### src/rtl/buffer_pkg.sv
// Shared constants and elaboration helpers for the buffering blocks.
package buffer_pkg;

  localparam int DEFAULT_DATA_WIDTH = 16;
  localparam int DEFAULT_DEPTH      = 64;

  function automatic bit is_pow2(input int n);
    return (n > 0) && ((n & (n - 1)) == 0);
  endfunction

endpackage

### src/rtl/sdp_ram.sv
// Simple dual-port RAM: one write port, one registered read port.
// A read of the address being written in the same edge returns the new data.
module sdp_ram
  import buffer_pkg::*;
#(
  parameter int DATA_WIDTH = DEFAULT_DATA_WIDTH,
  parameter int DEPTH      = DEFAULT_DEPTH,
  parameter int ADDR_WIDTH = $clog2(DEPTH)
) (
  input  logic                  clk,
  input  logic                  wr_en,
  input  logic [ADDR_WIDTH-1:0] wr_addr,
  input  logic [DATA_WIDTH-1:0] wr_data,
  input  logic                  rd_en,
  input  logic [ADDR_WIDTH-1:0] rd_addr,
  output logic [DATA_WIDTH-1:0] rd_data
);

  logic [DATA_WIDTH-1:0] mem [DEPTH];

  // NOTE: the array has no reset; clearing it would need DEPTH cycles or a
  // reset fan-out to every word, and the FIFO never reads an unwritten entry.
  always_ff @(posedge clk) begin
    if (wr_en) mem[wr_addr] <= wr_data;
    if (rd_en) rd_data <= (wr_en && (wr_addr == rd_addr)) ? wr_data : mem[rd_addr];
  end

endmodule

### src/rtl/stream_fifo.sv
// Valid/ready stream FIFO with a registered show-ahead head, level flags,
// sticky overflow and a high-watermark.
module stream_fifo
  import buffer_pkg::*;
#(
  parameter  int DATA_WIDTH = DEFAULT_DATA_WIDTH,
  parameter  int DEPTH      = DEFAULT_DEPTH,
  localparam int LW         = $clog2(DEPTH + 1)
) (
  input  logic                  clk,
  input  logic                  reset,
  input  logic                  flush,
  input  logic                  in_valid,
  input  logic [DATA_WIDTH-1:0] in_data,
  output logic                  in_ready,
  output logic                  out_valid,
  output logic [DATA_WIDTH-1:0] out_data,
  input  logic                  out_ready,
  input  logic [LW-1:0]         af_thresh,
  input  logic [LW-1:0]         ae_thresh,
  output logic [LW-1:0]         level,
  output logic                  almost_full,
  output logic                  almost_empty,
  output logic                  overflow,
  output logic [LW-1:0]         max_level,
  input  logic                  clear_stats
);

  localparam int AW = $clog2(DEPTH);

  if (!is_pow2(DEPTH) || DEPTH < 4) begin : g_bad_depth
    $error("stream_fifo: DEPTH must be a power of two and at least 4");
  end

  logic [AW-1:0]         wr_ptr, rd_ptr, rd_addr;
  logic [LW-1:0]         level_q, level_next, max_q;
  logic [DATA_WIDTH-1:0] out_q, ram_rd_data;
  logic                  af_q, ae_q, ovf_q;
  logic                  full, push, pop, ovf_event;
  logic                  head_from_input, head_from_ram;

  assign full      = (level_q == LW'(DEPTH));
  assign in_ready  = !full;
  assign out_valid = (level_q != '0);
  assign push      = in_valid && !full;
  assign pop       = out_valid && out_ready;
  assign ovf_event = in_valid && full && !flush;

  // The RAM read port always prefetches the entry just behind the next head,
  // so a pop can load the head register from it without a bubble.
  assign rd_addr = rd_ptr + AW'(pop) + AW'(1);

  // A pushed word becomes head directly when the FIFO is, or is about to be, empty.
  assign head_from_input = push && ((level_q == '0) || (pop && (level_q == LW'(1))));
  assign head_from_ram   = pop && (level_q > LW'(1));

  // NOTE: every signal assigned here gets a default first, so no path leaves
  // it unassigned and no latch is inferred.
  always_comb begin
    level_next = level_q;
    if (flush)              level_next = '0;
    else if (push && !pop)  level_next = level_q + LW'(1);
    else if (pop && !push)  level_next = level_q - LW'(1);
  end

  sdp_ram #(
    .DATA_WIDTH (DATA_WIDTH),
    .DEPTH      (DEPTH),
    .ADDR_WIDTH (AW)
  ) u_ram (
    .clk     (clk),
    .wr_en   (push && !flush),
    .wr_addr (wr_ptr),
    .wr_data (in_data),
    .rd_en   (!(reset || flush)),
    .rd_addr (rd_addr),
    .rd_data (ram_rd_data)
  );

  // NOTE: state registers use non-blocking assignments so every flop samples
  // the pre-edge values regardless of statement order.
  always_ff @(posedge clk) begin
    if (reset) begin
      wr_ptr  <= '0;
      rd_ptr  <= '0;
      level_q <= '0;
      out_q   <= '0;
      af_q    <= (af_thresh == '0);
      ae_q    <= 1'b1;
      ovf_q   <= 1'b0;
      max_q   <= '0;
    end else begin
      if (flush) begin
        wr_ptr <= '0;
        rd_ptr <= '0;
      end else begin
        if (push) wr_ptr <= wr_ptr + AW'(1);
        if (pop)  rd_ptr <= rd_ptr + AW'(1);
        if (head_from_input)    out_q <= in_data;
        else if (head_from_ram) out_q <= ram_rd_data;
      end
      level_q <= level_next;
      af_q    <= (level_next >= af_thresh);
      ae_q    <= (level_next <= ae_thresh);
      // A new overflow in the same cycle as clear_stats still wins.
      ovf_q   <= ovf_event || (ovf_q && !clear_stats);
      if (clear_stats)             max_q <= level_next;
      else if (level_next > max_q) max_q <= level_next;
    end
  end

  assign level        = level_q;
  assign out_data     = out_q;
  assign almost_full  = af_q;
  assign almost_empty = ae_q;
  assign overflow     = ovf_q;
  assign max_level    = max_q;

endmodule

### config.mk
export PLATFORM = sky130hd
export DESIGN_NAME = stream_fifo
export DESIGN_NICKNAME = d
export VERILOG_FILES = /design/src/rtl/buffer_pkg.sv /design/src/rtl/sdp_ram.sv /design/src/rtl/stream_fifo.sv
export SDC_FILE = /design/constraint.sdc
export NUM_CORES = 1
export LEC_CHECK = 0
export BUFFER_PORTS_ARGS = -buffer_cell sky130_fd_sc_hd__buf_4
export CORE_ASPECT_RATIO = 1.4
export CORE_MARGIN = 2
export CORE_UTILIZATION = 50
export DETAILED_ROUTE_END_ITERATION = 10
export GPL_TIMING_DRIVEN = 0
export PLACE_DENSITY = 0.73
export SETUP_SLACK_MARGIN = 0.4
export SLEW_MARGIN = 20
export SYNTH_ARGS = -nofsm -noshare
export SYNTH_HDL_FRONTEND = slang
export SYNTH_SLANG_ARGS = --single-unit
### constraint.sdc
create_clock -name clk -period 5.33 [get_ports clk]
set_clock_uncertainty 0.05 [all_clocks]
set_input_delay 1.066 -clock clk [delete_from_list [all_inputs] [get_ports clk]]
set_output_delay 1.066 -clock clk [all_outputs]
set_load 0.05 [all_outputs]
; ---- Yosys cells after proc, flatten, opt, wreduce, memory -nomap -nowiden
; Memories as Yosys holds them, arrays and structs flattened. A register that Yosys moved wholly into a read port is not among the register bits.
; Index checks and enable logic that the tools add are counted.
[word_totals]
input_bits = 36
ff_bits = 45
mem_count = 1
mem_bits_rw = 1024
[mem_list]
columns = name, depth, word_bits, read_ports, rd_ports_with_merged_regs, wr, line_no
row1 = u_ram.mem, 64, 16, 1, 1, 1, sdp_ram.sv:19  ; logic [DATA_WIDTH-1:0] mem [DEPTH];
[classes]
reduce_logical = 27
muxes = 10
addsub = 6
n_lt_le_gt_ge = 4
bitwise_logic = 1
eq_ne = 2
[op_table]
columns = op, n
row1 = 7-bit 2-to-1 mux, 5
row2 = 16-bit 2-to-1 mux, 2
row3 = "6-bit by 1-bit adder with 6-bit output, second input constant", 3
row4 = 7-bit zero test, 2
row5 = 1-bit logical AND, 11
row6 = "7-bit by 1-bit adder with 7-bit output, second input constant", 1
row7 = "7-bit by 1-bit equality test with 1-bit output, second input constant", 1
row8 = "7-bit equality test, second input constant", 1
row9 = 7-bit greater-or-equal comparator, 1
row10 = "7-bit by 1-bit greater-than comparator with 1-bit output, second input constant", 1
row11 = 7-bit greater-than comparator, 1
row12 = 7-bit <= comparator, 1
row13 = 7-bit nonzero test, 1
row14 = "7-bit by 1-bit subtractor with 7-bit output, second input constant", 1
row15 = 6-bit by 1-bit adder with 6-bit output, 1
row16 = 1-bit zero test, 6
row17 = 2-bit nonzero test, 2
row18 = 1-bit logical OR, 3
row19 = 1-bit 2-to-1 mux, 3
row20 = 2-bit AND reduction, 1
row21 = 2-bit OR reduction, 1
row22 = 1-bit inverter, 1

; ---- Longest topological paths before layout
[depth]
word_depth = 11
mapped_depth = 19
depth_no_buf = 16

; ---- By module
; Synthesis repeated with hierarchy kept, for this count alone.
[unflattened]
hier_cells = 2476
hier_area_um2 = 43658.1
[modules_own_cells]
columns = module, area_per_inst_um2, n_inst, cells_per_inst
row1 = sdp_ram, 40630.2, 1, 2114
row2 = stream_fifo, 3027.9, 1, 362

; ---- Worst setup path after synthesis
; No wires, ideal clock.
[synth_path]
path_kind = reg-to-reg
from = register level_q[2] (netlist: level[2])
to = register u_ram.rd_data[0], read port of u_ram.mem, data pin
required_ns = 5.020
arrival_ns = 4.187
path_stages_with_launch = 17
setup_slack_ns = 0.833
path_cell_list = dfxtp_1 > buf_2 > or4_4 > o31a_1 > buf_4 > clkinv_2 > ha_1 > inv_1 > ha_1 > clkbuf_1 > buf_2 > clkbuf_1 > mux4_2 > mux4_2 > o2111ai_1 > o21ai_1 > mux2_2
[synth_via]
elab_chain_len = 4
[synth_rtl]
columns = item, line_no
row1 = start: declaration, stream_fifo.sv:36  ; logic [LW-1:0] level_q, level_next, max_q;
row2 = start signal: assignment, stream_fifo.sv:102  ; level_q <= level_next;
row3 = 7-bit nonzero test, stream_fifo.sv:44  ; assign out_valid = (level_q != '0);
row4 = 1-bit logical AND, stream_fifo.sv:46  ; assign pop = out_valid && out_ready;
row5 = 6-bit by 1-bit adder with 6-bit output (2 in series), stream_fifo.sv:51  ; assign rd_addr = rd_ptr + AW'(pop) + AW'(1);
row6 = end: declaration, sdp_ram.sv:16  ; output logic [DATA_WIDTH-1:0] rd_data
; No other way between the ends.
; A chain may end at the register's enable or synchronous reset.

; ---- Worst setup path after layout
[layout_path]
from = register level_q[2] (netlist: level[2])
to = register u_ram.rd_data[5], read port of u_ram.mem, data pin
; The elaborated chain is that of the path after synthesis.

==> impl_metrics.yaml <==
timing:
  max_freq_mhz: 207
  slew_headroom: 0.365
  finalCriticalPeriod_ns: 4.83
  hold_viol: 0
  worst_slew_pin_slew_ns: 0.950
  min_period_over_period: 0.906
  final.setup.worst_slack_ns: 0.503
  maxSlewViolCount: 0
  rsz0062_at_grt: "no"
  setup_viol: 0
synthesis:
  ys_types: 61
  synthFlopType: "edfxtp_1"
  synth_nets: 2239
  synthArstFlopShare: 0
  yosys_warnings: 0
  avgSynthCellArea_sq_um: 19.7
  synth_edf_count: 1040
  synth_seq_area_share: 0.750
  synthesis.area_sq_mm: 0.0428
  netlist_instances: 2174
  ys_ff_latch: 1085
clock_network:
  cts_buffer_depth: 3
  clock_latency_ns: 0.68
  htree_num_levels: 3
  clk_pin_slew_ns: 0.07
  hold_buffers: 0
  root_buffer: "clkbuf_16"
  cts_made_buffers: 94
  cts_tree: "yes"
  clock_sinks: 1085
min_path:
  hp-start: "out_data[15]$_SDFFE_PP0P_"
  holdCritPathClass: "flop to flop"
worst_setup_path:
  cp_max_fo: 10
  crit_start: "level[2]$_SDFF_PP0_"
  startpoint_type: "flop"
  critPathCaptureType: "flop"
  required_ns: 5.71
  arrival_ns: 5.20
  r2r_start: "level[2]$_SDFF_PP0_"
  critPathKind: "flop to flop"
power:
  p_int_uw: 15000
  max-vdd-ir-drop_uv: 276
  switching_share: 0.255
  p_clk_frac: 0.347
  power.total_uw: 20200
  power_frac_comb: 0.185
  p_leak_uw: 0.0155
  power_switching_uw: 5140
  power.density_mw_per_mm2: 413
  seqPwrFrac: 0.468
floorplan:
  start_util: 0.502
  die_width_um: 251
  ios: 71
  rows: 127
  die_y_um: 350
  die_area_sq_mm: 0.0881
  coreArea_sq_mm: 0.0853
global_routing:
  use_met2: 0.413
  gr-total-overflow: 0
  top_usage_layer: "met2"
  grt_max_degree: 67
  gr-usage-met3: 0.0340
  use_met1: 0.289
  grt_pass1_wl_mm: 151
  antenna_found_initial: 0
  grt_pass1_vias: 22500
  grt_util_all_layers: 0.238
status:
  status: "finished clean"
placed_design:
  hpwlAfterDp_mm: 67.5
  portBuffers: 67
  place_ws_ns: -0.298
  place_inst: 3393
  routabilityCongestion: 0.983
routing:
  post_drt_wl_per_cell_um: 29.1
  wl_mm: 104
  detail_route.iter0.violations: 2493
  via_per_inst: 6.15
  ant_nets: 0
  drc: 0
  dr.pass1.iters: 8
  vias: 21900
layout:
  drive_above_1_share: 0.292
  num_antenna_cells: 0
  nets: 2461
  finish.utilization: 0.573
  synthToLayoutAreaGrowth_pct: 14.2
  instances_no_fill: 3571
flow_run:
  drv_cap: 0
==> metrics by stage <==
stage / TNS [ns] / cell area, sq um / hold slack (ns)
2_1_floorplan: 0 / 42800 / 0.440
3_3_place_gp: -2.81 / 44700 / 0.437
3_5_place_dp: -2.33 / 45600 / 0.442
4_1_cts: 0 / 48800 / 0.450
5_1_grt: 0 / 48900 / 0.483
6_report: 0 / 48900 / 0.450
==> area by class of cell <==
class,count,area [sq um]
clock buffers,112,2490
inverters,30,114
well taps,1096,1370
repair buffers,126,1180
flip-flops and latches,1085,32100
clock inverters,63,689
plain buffers,120,696
multi-input cells,939,10300
fillers,6073,36400
==> metal layers <==
layer,part of all wire,up-vias
met4,0.055,0
met5,0,-
li1,-,9256
met1,0.36,11500
met2,0.52,1029
met3,0.069,200
==> synth_stat cells, drive strengths merged (16+ instances only) <==
cell type  count  area, sq um
nand4         27          175
a211oi        18          135
edfxtp      1040        31200
mux2i         23          230
buf           53          345
inv           29          109
dfxtp         45          901
nor2         113          427
o21ai         29          145
mux2          16          180
nand2        192          723
nand3         95          475
clkbuf        67          251
ha            29          363
mux4         275         6190
==> repair_timing <==
action | in CTS | in global routing
gates resized for setup | 40 | 41
setup buffers | 0 | 3
setup endpoints to repair | 16 | 16
pin swaps | 1 | 7
==> power groups by stage <==
stage	clock network, uW	registers [uW]	logic, uW
finish	7010	9450	3730
detailed placement	0	9630	3680
global route	7380	9450	3930
global placement	0	9630	3630
CTS	7080	9450	3720
floorplan	0	9750	2430
==> logic make-up (layout without fill, tap and decap cells) <==
kind of cell | count (synthesis) | in the layout | share of synthesized area
flip-flops | 1085 | 1085 | 0.750
adder cells (fa/ha/maj) | 29 | 29 | 0.00847
AND/OR/NAND/NOR | 471 | 471 | 0.0491
XOR/XNOR | 24 | 24 | 0.00526
buffers and inverters | 150 | 451 | 0.0166
multiplexers | 314 | 314 | 0.154
AO/OA/AOI/OAI | 101 | 101 | 0.0163
==> registers in the layout, summed over array words and instances (netlist names), 6 cells and up <==
register / cells
out_data: 16
rd_ptr: 6
u_ram.rd_data: 16
wr_ptr: 6
level: 7
max_level: 7
u_ram.mem: 1024
==> final timing paths <==
check | end | slack [ns] | cells after the start
hold reg to reg | out_data[15]$_SDFFE_PP0P_ | 0.45 | 2
setup reg to reg | u_ram.rd_data[5]$_DFFE_PN_ | 0.50 | 18
hold / removal | out_data[15]$_SDFFE_PP0P_ | 0.45 | 2
setup / recovery | u_ram.rd_data[5]$_DFFE_PN_ | 0.50 | 18
==> cells in the final DEF, fill, tap and decap left out, drive strengths merged, types with 2 or more instances in the layout <==
cell type | Yosys | layout
a211oi | 18 | 18
a21o | 5 | 5
a21oi | 12 | 12
a22o | 5 | 5
a32oi | 3 | 3
a41oi | 2 | 2
and2 | 5 | 5
buf | 53 | 179
bufinv | 0 | 12
clkbuf | 67 | 179
clkinv | 1 | 38
clkinvlp | 0 | 5
dfxtp | 45 | 45
edfxtp | 1040 | 1040
ha | 29 | 29
inv | 29 | 38
mux2 | 16 | 16
mux2i | 23 | 23
mux4 | 275 | 275
nand2 | 192 | 192
nand2b | 3 | 3
nand3 | 95 | 95
nand3b | 4 | 4
nand4 | 27 | 27
nand4b | 2 | 2
nor2 | 113 | 113
nor2b | 6 | 6
nor3 | 9 | 9
nor3b | 2 | 2
nor4 | 2 | 2
o2111ai | 13 | 13
o21a | 2 | 2
o21ai | 29 | 29
o22ai | 2 | 2
or3 | 7 | 7
xnor2 | 13 | 13
xor2 | 11 | 11
==> critical path: stages (launching register included) <==
cell      delay, ns
dfxtp_1        0.31
buf_2          0.17
or4_4          0.59
o31a_1         0.26
buf_4          0.18
clkinv_2       0.08
ha_1           0.20
inv_1          0.06
ha_2           0.36
clkbuf_1       0.21
buf_6          0.19
buf_4          0.23
clkbuf_4       0.27
mux4_2         0.33
nand2_1        0.09
nand3_1        0.29
nand4_1        0.34
o21ai_1        0.09
mux2_2         0.28
(Power assumes the default switching activity.)
